==> config.mk <==
export PLATFORM = sky130hd
export DESIGN_NAME = cam_rx_word_aligner
export DESIGN_NICKNAME = d
export VERILOG_FILES = /design/src/rtl/cam_rx_word_aligner_pkg.sv /design/src/rtl/cam_rx_word_aligner_lane_mux.sv /design/src/rtl/cam_rx_word_aligner.sv
export SDC_FILE = /design/constraint.sdc
export NUM_CORES = 1
export LEC_CHECK = 0
export BUFFER_PORTS_ARGS = -buffer_cell sky130_fd_sc_hd__buf_4
export CORE_UTILIZATION = 36
export CTS_CLUSTER_DIAMETER = 40
export DETAILED_ROUTE_END_ITERATION = 6
export GPL_ROUTABILITY_DRIVEN = 0
export PLACE_DENSITY = 0.67
export REMOVE_ABC_BUFFERS = 1
export SLEW_MARGIN = 15
export SYNTH_ARGS = -nofsm -noshare
export SYNTH_HDL_FRONTEND = slang
export SYNTH_SLANG_ARGS = --single-unit
==> constraint.sdc <==
create_clock -name c -period 3 [get_ports c]
set_input_delay 0.45 -clock c [delete_from_list [all_inputs] [get_ports c]]
set_output_delay 0.45 -clock c [all_outputs]
set_load 0.03 [all_outputs]
==> src/rtl/cam_rx_word_aligner_pkg.sv <==
// Shared types and defaults for the camera deserializer word aligner.
// Holds the FSM encoding, default training words and counter widths.
package cam_rx_word_aligner_pkg;

  typedef enum logic [2:0] {
    ST_IDLE   = 3'd0,
    ST_SETTLE = 3'd1,
    ST_CHECK  = 3'd2,
    ST_SLIP   = 3'd3,
    ST_NEXT   = 3'd4,
    ST_DONE   = 3'd5
  } state_e;

  localparam int LANE_W = 3;
  localparam int CNT_W  = 8;

  localparam logic [7:0] TRAIN_D_DEF = 8'h3A;
  localparam logic [7:0] TRAIN_S_DEF = 8'hE9;

  function automatic logic [CNT_W-1:0] sat_inc(input logic [CNT_W-1:0] v);
    return (v == '1) ? v : v + 1'b1;
  endfunction

endpackage

==> src/rtl/cam_rx_word_aligner_lane_mux.sv <==
// Registered lane selector: presents the chosen lane's word and the
// training word it should carry, one cycle after the lane index.
module cam_rx_word_aligner_lane_mux
  import cam_rx_word_aligner_pkg::*;
#(
  parameter int         NCH     = 5,
  parameter int         W       = 8,
  parameter logic [W-1:0] TRAIN_D = TRAIN_D_DEF,
  parameter logic [W-1:0] TRAIN_S = TRAIN_S_DEF
) (
  input  logic              c,
  input  logic              r,
  input  logic [LANE_W-1:0] lane_i,
  input  logic [NCH*W-1:0]  rxd_i,
  output logic [W-1:0]      word_o,
  output logic [W-1:0]      train_o
);

  logic [W-1:0] lane_word [NCH];
  logic [W-1:0] word_d, word_q;
  logic [W-1:0] train_d, train_q;

  genvar gi;
  generate
    for (gi = 0; gi < NCH; gi++) begin : g_lane
      assign lane_word[gi] = rxd_i[gi*W +: W];
    end
  endgenerate

  always_comb begin
    word_d = '0;
    for (int k = 0; k < NCH; k++) begin
      if (lane_i == LANE_W'(k)) word_d = lane_word[k];
    end
    train_d = (lane_i == LANE_W'(NCH-1)) ? TRAIN_S : TRAIN_D;
  end

  always_ff @(posedge c) begin
    if (r) begin
      word_q  <= '0;
      train_q <= '0;
    end else begin
      word_q  <= word_d;
      train_q <= train_d;
    end
  end

  assign word_o  = word_q;
  assign train_o = train_q;

endmodule

==> src/rtl/cam_rx_word_aligner.sv <==
// Per-camera word-alignment controller: walks each deserializer lane,
// bitslipping it until its training word repeats MATCH_CNT times.
module cam_rx_word_aligner
  import cam_rx_word_aligner_pkg::*;
#(
  parameter int           NCH       = 5,
  parameter int           W         = 8,
  parameter logic [W-1:0] TRAIN_D   = TRAIN_D_DEF,
  parameter logic [W-1:0] TRAIN_S   = TRAIN_S_DEF,
  parameter int           SETTLE    = 4,
  parameter int           MATCH_CNT = 16,
  parameter int           MAX_SLIP  = 16
) (
  input  logic             c,
  input  logic             r,
  input  logic             rx_locked,
  input  logic             retrain,
  input  logic [NCH*W-1:0] rxd,
  output logic [NCH-1:0]   rxd_align,
  output logic             busy,
  output logic             done,
  output logic             aligned,
  output logic [NCH-1:0]   fail_mask,
  output logic [2:0]       cur_lane,
  output logic [7:0]       slip_total
);

  state_e              state_q, state_d;
  logic [LANE_W-1:0]   lane_q, lane_d;
  logic [CNT_W-1:0]    settle_q, settle_d;
  logic [CNT_W-1:0]    match_q, match_d;
  logic [CNT_W-1:0]    slip_q, slip_d;
  logic [7:0]          total_q, total_d;
  logic [NCH-1:0]      fail_q, fail_d;
  logic [NCH-1:0]      align_q, align_d;
  logic                done_q, done_d;
  logic                aligned_q, aligned_d;
  logic [W-1:0]        sel_word, sel_train;

  cam_rx_word_aligner_lane_mux #(
    .NCH(NCH), .W(W), .TRAIN_D(TRAIN_D), .TRAIN_S(TRAIN_S)
  ) u_lane_mux (
    .c       (c),
    .r       (r),
    .lane_i  (lane_q),
    .rxd_i   (rxd),
    .word_o  (sel_word),
    .train_o (sel_train)
  );

  always_comb begin
    state_d   = state_q;
    lane_d    = lane_q;
    settle_d  = settle_q;
    match_d   = match_q;
    slip_d    = slip_q;
    total_d   = total_q;
    fail_d    = fail_q;
    align_d   = '0;
    done_d    = done_q;
    aligned_d = aligned_q;

    // Lock loss beats retrain; fail_mask and slip_total are kept for readout.
    if (!rx_locked) begin
      state_d   = ST_IDLE;
      done_d    = 1'b0;
      aligned_d = 1'b0;
    end else if (state_q == ST_IDLE || retrain) begin
      state_d   = ST_SETTLE;
      lane_d    = '0;
      settle_d  = '0;
      match_d   = '0;
      slip_d    = '0;
      total_d   = '0;
      fail_d    = '0;
      done_d    = 1'b0;
      aligned_d = 1'b0;
    end else begin
      case (state_q)
        ST_SETTLE: begin
          if (settle_q == CNT_W'(SETTLE-1)) state_d = ST_CHECK;
          else                              settle_d = settle_q + 1'b1;
        end
        ST_CHECK: begin
          if (sel_word == sel_train) begin
            match_d = match_q + 1'b1;
            if (match_q == CNT_W'(MATCH_CNT-1)) state_d = ST_NEXT;
          end else begin
            state_d = ST_SLIP;
          end
        end
        ST_SLIP: begin
          if (slip_q >= CNT_W'(MAX_SLIP)) begin
            fail_d[lane_q] = 1'b1;
            state_d        = ST_NEXT;
          end else begin
            align_d[lane_q] = 1'b1;
            slip_d          = slip_q + 1'b1;
            total_d         = sat_inc(total_q);
            settle_d        = '0;
            match_d         = '0;
            state_d         = ST_SETTLE;
          end
        end
        ST_NEXT: begin
          if (lane_q == LANE_W'(NCH-1)) begin
            state_d   = ST_DONE;
            done_d    = 1'b1;
            aligned_d = ~|fail_q;
          end else begin
            lane_d   = lane_q + 1'b1;
            slip_d   = '0;
            settle_d = '0;
            match_d  = '0;
            state_d  = ST_SETTLE;
          end
        end
        ST_DONE: ;
        default: state_d = ST_IDLE;
      endcase
    end
  end

  always_ff @(posedge c) begin
    if (r) begin
      state_q   <= ST_IDLE;
      lane_q    <= '0;
      settle_q  <= '0;
      match_q   <= '0;
      slip_q    <= '0;
      total_q   <= '0;
      fail_q    <= '0;
      align_q   <= '0;
      done_q    <= 1'b0;
      aligned_q <= 1'b0;
    end else begin
      state_q   <= state_d;
      lane_q    <= lane_d;
      settle_q  <= settle_d;
      match_q   <= match_d;
      slip_q    <= slip_d;
      total_q   <= total_d;
      fail_q    <= fail_d;
      align_q   <= align_d;
      done_q    <= done_d;
      aligned_q <= aligned_d;
    end
  end

  assign rxd_align  = align_q;
  assign busy       = (state_q != ST_IDLE) && (state_q != ST_DONE);
  assign done       = done_q;
  assign aligned    = aligned_q;
  assign fail_mask  = fail_q;
  assign cur_lane   = lane_q;
  assign slip_total = total_q;

endmodule

==> results_dict.tcl, run 1 <==
set metrics [dict create \
    status "finished clean" \
    powerDensity_nw_per_um2 446 \
    antennaDiodeCount 0 \
    critPathArrivalTime_ns 2.64 \
    cts.sinks 61 \
    die_area_um2 9070 \
    hold_violations 0 \
    vdd_drop_max_mv 0.234 \
    cp_num_buf_inv 1 \
    max_freq_ghz 0.419 \
    wl_per_cell_um 15.0 \
    rsz0062_at_grt "no" \
    final_layout_size_suffix_gt1_share_pct 21.5 \
    clockBufferDepth 2 \
    setup-tns-final_ns 0 \
    synthCells 374 \
    vias 2993 \
    cp_cell_sequence "inv_1 -> ha_1 -> nand2_1 -> a2bb2oi_4 -> o21ai_4 -> or4_1 -> a211oi_1" \
    clock_latency_ns 0.35 \
    worst_setup_path_end_kind "register" \
    max_cap_violations 0 \
    timing.final.crit_period_ns 2.38 \
    core-area_um2 8300 \
    avgSynthCellArea_um2 8.37 \
    cts_made_buffers 9 \
    clockRootBuffer "clkbuf_8" \
    synth_edf_count 0 \
    fin_crit_sh_pct 79.5 \
    crit_family "simple AND/OR/NAND/NOR gates" \
    slew_viol_final 0 \
    fin_nets 491 \
    synthArstFlopShare_pct 0 \
    drc 0 \
    routed_wirelength_um 8180 \
    rrSetupSlack_ns 0.62 \
    cts_tree "done" \
    multi_input_area_um2 1800 \
    grt_max_degree 20 \
    synth_area_um2 3130 \
    fin_area_um2 3920 \
    cts_setup_buffers 0 \
    io_buffers 67 \
    slowest_delay_ns 0.54 \
    antenna_left 0 \
    power_mw 1.75 \
    max_slew_margin_pct 52.7 \
    areaGrowthSynthToFinish_pct 25.3 \
    fillers 799 \
    dr.pass1.iters 4 \
    die_h_um 95.2 \
    cts_resized 0 \
    place_area_um2 3710 \
    instances_no_fill 547 \
    min_path_type "input pin to register" \
    yosys_most_used_dff "dfxtp_1" \
    slowest_stage "dfxtp_1" \
    crit_path_start_kind "register" \
    yosysSeqAreaShare_pct 39.0 \
    ioPinCount 68 \
    finalClockSkew_ns 0.00982 \
    tightest_slew_ns 0.698 \
    die_w_um 95.2 \
    crit_type "register to register" \
    dr.first_iter.drc_count 214 \
    htreeDepth 3 \
    synth_cell_types 60 \
    grt_overflow 0 \
    regArea_um2 1220 \
    via_per_inst 5.47 \
    placed_cells 531 \
    cts_hold_buf 0 \
    setup_viol 0 \
    clk_pin_slew_ns 0.07 \
    grt_pass1_vias 2773 \
    fp-row-count 33 \
    grt_usage_pct 19.7 \
    cp.required_ns 3.26 \
    dp_hpwl_um 6080 \
    grt_first_pass_wirelength_um 13800 \
    hold_ws_ns 0.306 \
    initial_core_util_pct 37.7 \
    yosysWarnings 0 \
    antenna_found_initial 0 \
    ys_ff_latch 61 \
    path_max_fanout 18 \
    leakagePower_nw 1.52 \
]
## area by class of cell
class	instances	area share (%)
Clock inverter	3	1.08
Inverter	12	1.15
Tap cell	105	3.35
Sequential cell	61	31.1
Timing Repair Buffer	69	13.2
Multi-Input combinational cell	284	45.8
Clock buffer	13	4.31
## cells in the final DEF, fill, tap and decap left out, types with 11 or more instances in the layout
master,instances
buf_4,69
o21ai_0,31
nand3_1,13
a21oi_1,15
a22oi_1,18
nor2_1,34
dfxtp_1,61
clkbuf_8,12
nand2_1,37
inv_1,11
## path summary, 6_finish.rpt
kind / depth (start not counted) / endpoint / startpoint
min: 3 / u_lane_mux.word_o[1]$_SDFF_PP0_ / rxd[33]
min reg2reg: 2 / done$_SDFFE_PP0P_ / done$_SDFFE_PP0P_
max reg2reg: 7 / settle_q[3]$_SDFFE_PP0P_ / cur_lane[0]$_SDFFE_PP0P_
max: 7 / settle_q[3]$_SDFFE_PP0P_ / cur_lane[0]$_SDFFE_PP0P_
## synthesized netlist by cell type, drive strengths merged, types with 2 or more instances
library cell  count  share of area (%)
a211oi            4               0.96
nor2             34                4.1
nand3            13                2.1
nand2b            2               0.40
o211ai            3               0.72
nor4              3               0.60
a21oi            15                2.4
clkbuf           13                1.6
a21o              4               0.96
mux2i             2               0.64
nor3b             4               0.96
o2111ai           4                1.1
inv              11                1.3
o21ai            34                5.9
and2              2               0.40
nand2            37                4.4
or3               6                1.2
buf               4               0.60
o22a              6                1.7
nand4             6                1.2
o21bai            2               0.48
a221oi            2               0.56
dfxtp            61                 39
xor2              6                1.7
and3             10                2.0
nor3             10                1.6
ha               10                4.0
o31ai             5                1.2
or2               3               0.60
a22oi            18                4.3
a21boi            4               0.96
or4              10                2.5
a31oi             5                1.0
## where the power goes
group / internal (mW) / switching, mW
clock network: 0.451 / 0.321
registers: 0.823 / 0.00967
logic: 0.0691 / 0.0757
total: 1.34 / 0.406
## per-layer routing
layer	routed length, um	GRT usage, %
met2	4010	30.9
met3	301	4.07
met5	0	0
met1	3780	26.7
met4	95	6.82
## tightest hold or removal path: cells and delay by family
family	cells	cell delay, ns
buffers and inverters	1	0.08
AOI/OAI and AO/OA	1	0.05
and+or+nand+nor	1	0.03
## stage by stage
| stage | util (%) | setup WS (ns) |
|---|---|---|
| 2_1_floorplan | - | 0.477 |
| 3_3_place_gp | 44.7 | 0.762 |
| 3_5_place_dp | 44.7 | 0.632 |
| 4_1_cts | 47.3 | 0.619 |
| 5_1_grt | 47.3 | 0.449 |
| 6_report | 47.3 | 0.616 |
## cells by family after synthesis
family,count (synthesis),synth area share (%)
DFF,61,39.0
muxes,3,1.00
adders and majority gates,10,4.00
and+or+nand+nor,147,24.0
buffers and inverters,29,3.60
xor gates and xnor gates,7,1.96
AOI/OAI and AO/OA,117,26.5
## registers in the layout, summed over array words and instances (netlist names), 3 cells and up
signal / cells
cur_lane: 3
fail_mask: 5
match_q: 8
rxd_align: 5
settle_q: 8
slip_q: 8
slip_total: 8
state_q: 3
u_lane_mux.train_o: 3
u_lane_mux.word_o: 8
(Power assumes the default switching activity.)
==> inputs of run 2 (changes only) <==
ABC_AREA = 1   (was not set)
PLACE_DENSITY = 0.66   (was 0.67)
clock period = 2.4 ns   (was 3 ns; I/O delays follow)
==> run 2 against run 1 <==
Critical path depth grew 3; power grew 30%; worst setup slack lost 0.37 ns; critical path type unchanged; critical endpoint is now settle_q[7]$_SDFFE_PP0P_; highest routed layer unchanged.
==> results_dict.tcl, run 2 <==
set metrics [dict create \
    synthCells 508 \
    fin_area_um2 4220 \
    io_buffers 67 \
    hold_depth 3 \
    reg2regPathDepth 10 \
    grt_usage_pct 17.9 \
    synth_edf_count 0 \
    fin_nets 633 \
    critPathArrivalTime_ns 2.38 \
    pre_cts_ws_ns 0.273 \
    htreeDepth 3 \
    grt_overflow 0 \
    die_h_um 99.4 \
    yosys.area.top_type "dfxtp_1" \
    most-common-layout-cells "nand2_1, nor2_1, buf_4" \
    dr.pass1.iters 5 \
    powerDensity_nw_per_um2 538 \
    max_cap_violations 0 \
    areaGrowthSynthToFinish_pct 23.6 \
    leakagePower_nw 1.88 \
    antenna_found_initial 0 \
    final_layout_size_suffix_gt1_share_pct 19.5 \
    fillers 965 \
    setup-tns-final_ns 0 \
    regToRegStartpoint "cur_lane[0]$_SDFFE_PP0P_" \
    max_slew_margin_pct 63.1 \
    yosys-mux-area-fraction_pct 0 \
    crit_type "register to register" \
    slew_viol_final 0 \
    yosys-top-cells-area "dfxtp_1, nand2_1, nand3_1" \
    cp.required_ns 2.62 \
    grt_max_degree 22 \
    grt_pass1_vias 3082 \
    cts_hold_buf 0 \
    synth.most_common_cell "nand2_1" \
    hold_end "u_lane_mux.word_o[4]$_SDFF_PP0_" \
    dr.first_iter.drc_count 193 \
    synth_top_family_by_area "simple AND/OR/NAND/NOR gates" \
    hold_violations 0 \
    clk_pin_slew_ns 0.08 \
    initial_core_util_pct 37.1 \
    fin_crit_sh_pct 89.8 \
    antenna_left 0 \
    crit_path_start_kind "register" \
    cts_made_buffers 9 \
    grt_first_pass_wirelength_um 14000 \
    synth_compound_area_share_pct 11.8 \
    cts_resized 0 \
    status "finished clean" \
    finalClockSkew_ns 0.0125 \
    synth_area_um2 3410 \
    tightest_slew_ns 0.552 \
    wl_per_cell_um 12.3 \
    yosys-top-cells-count "nand2_1, nor2_1, dfxtp_1" \
    antennaDiodeCount 0 \
    yosys_most_used_dff "dfxtp_1" \
    ioPinCount 68 \
    via_per_inst 4.96 \
    core-area_um2 9200 \
    vias 3445 \
    synth_cell_types 39 \
    cts.sinks 61 \
    max_freq_ghz 0.464 \
    avgSynthCellArea_um2 6.72 \
    ys_ff_latch 61 \
    drc 0 \
    synthArstFlopShare_pct 0 \
    clockRootBuffer "clkbuf_8" \
    cts_setup_buffers 0 \
    synthAdderAreaFrac_pct 3.66 \
    clock_latency_ns 0.35 \
    rrSetupSlack_ns 0.24 \
    rr_endpoint "settle_q[7]$_SDFFE_PP0P_" \
    fp-row-count 35 \
    yosysSeqAreaShare_pct 35.8 \
    yosysWarnings 0 \
    vdd_drop_max_mv 0.311 \
    synth_top_cell_area_share_pct 35.8 \
    worst_setup_path_end_kind "register" \
    routed_wirelength_um 8540 \
    place_area_um2 4040 \
    min_path_type "input pin to register" \
    timing.final.ws_setup_ns 0.244 \
    setup_viol 0 \
    cts_tree "done" \
    final_common_cell "nand2_1" \
    die_w_um 99.4 \
    dp_hpwl_um 6440 \
    clockBufferDepth 2 \
    synthSimpleGateAreaFrac_pct 40.2 \
    rsz0062_at_grt "no" \
    min-delay-start "rxd[36]" \
    timing.final.crit_period_ns 2.16 \
    die_area_um2 9880 \
    path_max_fanout 10 \
    synth-xor-area-share_pct 1.03 \
]
-- run 2: changes by cell type in the layout (fill, tap and decap cells not counted), sizes merged, moves of 5 or more --
| cell | previous run | this run |
|---|---|---|
| and3 | 10 | 0 |
| or3 | 6 | 0 |
| o22a | 6 | 0 |
| o21ai | 34 | 21 |
| or4 | 10 | 0 |
| a21oi | 15 | 40 |
| nand3 | 13 | 61 |
| nand2 | 37 | 120 |
| o31ai | 5 | 0 |
| nor2 | 34 | 84 |
| a22oi | 18 | 0 |
| inv | 11 | 57 |
-- run 2: power breakdown --
group	total, mW	leakage [nW]	internal [mW]	switching, mW
Combinational	0.344	1.28	0.139	0.205
Clock	0.848	0.0974	0.411	0.437
Sequential	1.08	0.497	1.05	0.0306
Total	2.27	1.88	1.60	0.672
-- run 2: worst max-delay path by stage --
stage | startpoint | to | slack (ns) | depth (start not counted)
after global placement | cur_lane[0]$_SDFFE_PP0P_ | settle_q[0]$_SDFFE_PP0P_ | 0.35 | 10
after detailed placement | cur_lane[0]$_SDFFE_PP0P_ | settle_q[7]$_SDFFE_PP0P_ | 0.27 | 10
after global routing | cur_lane[0]$_SDFFE_PP0P_ | settle_q[3]$_SDFFE_PP0P_ | 0.04 | 10
after CTS | cur_lane[0]$_SDFFE_PP0P_ | settle_q[7]$_SDFFE_PP0P_ | 0.25 | 10
final | cur_lane[0]$_SDFFE_PP0P_ | settle_q[7]$_SDFFE_PP0P_ | 0.24 | 10
after floorplan | cur_lane[0]$_SDFFE_PP0P_ | cur_lane[2]$_SDFFE_PP0P_ | 0.24 | 10
-- run 2: kinds of logic (layout without fill, tap and decap cells) --
group                      Yosys count  count (layout)
DFF                                 61              61
adders and majority gates           10              10
xor gates and xnor gates             4               4
and+or+nand+nor                    293             293
AOI/OAI and AO/OA                   74              74
buffers and inverters               66             142
-- run 2: layout make-up --
type | instances | area [um^2] | share of cell area, %
clock buffer | 10 | 138 | 3.26
tap | 111 | 139 | 3.29
multi-input combinational | 381 | 1930 | 45.8
clock inverter | 6 | 45.0 | 1.07
sequential | 61 | 1220 | 28.9
timing repair buffer | 71 | 533 | 12.6
inverter | 55 | 211 | 5.01
-- run 2: worst max-delay path, cell delays in order (launching register included) --
cell and delay, ns:
dfxtp_1 0.53, inv_1 0.10, ha_1 0.33, nand2_1 0.15, inv_2 0.04, nand3_1 0.10, nand2_1 0.11, a21oi_2 0.23
nand3_1 0.24, nand2_1 0.12, a21oi_1 0.07
-- run 2: per-stage QoR --
stage,util [%],cells,hold WS (ns),total power [mW]
5_1_grt,45.9,695,0.189,2.41
3_3_place_gp,43.9,679,0.431,1.44
2_1_floorplan,-,497,0.419,1.31
4_1_cts,45.9,695,0.197,2.29
3_5_place_dp,43.9,679,0.432,1.44
6_report,45.9,695,0.209,2.27
-- run 2: per-layer routing --
metal	up-vias	track usage (%)	share of wire, %
met5	-	0	0
met2	119	28.7	44
li1	1812	-	-
met3	8	5.48	7.4
met1	1506	23.2	47
met4	0	4.75	1.1
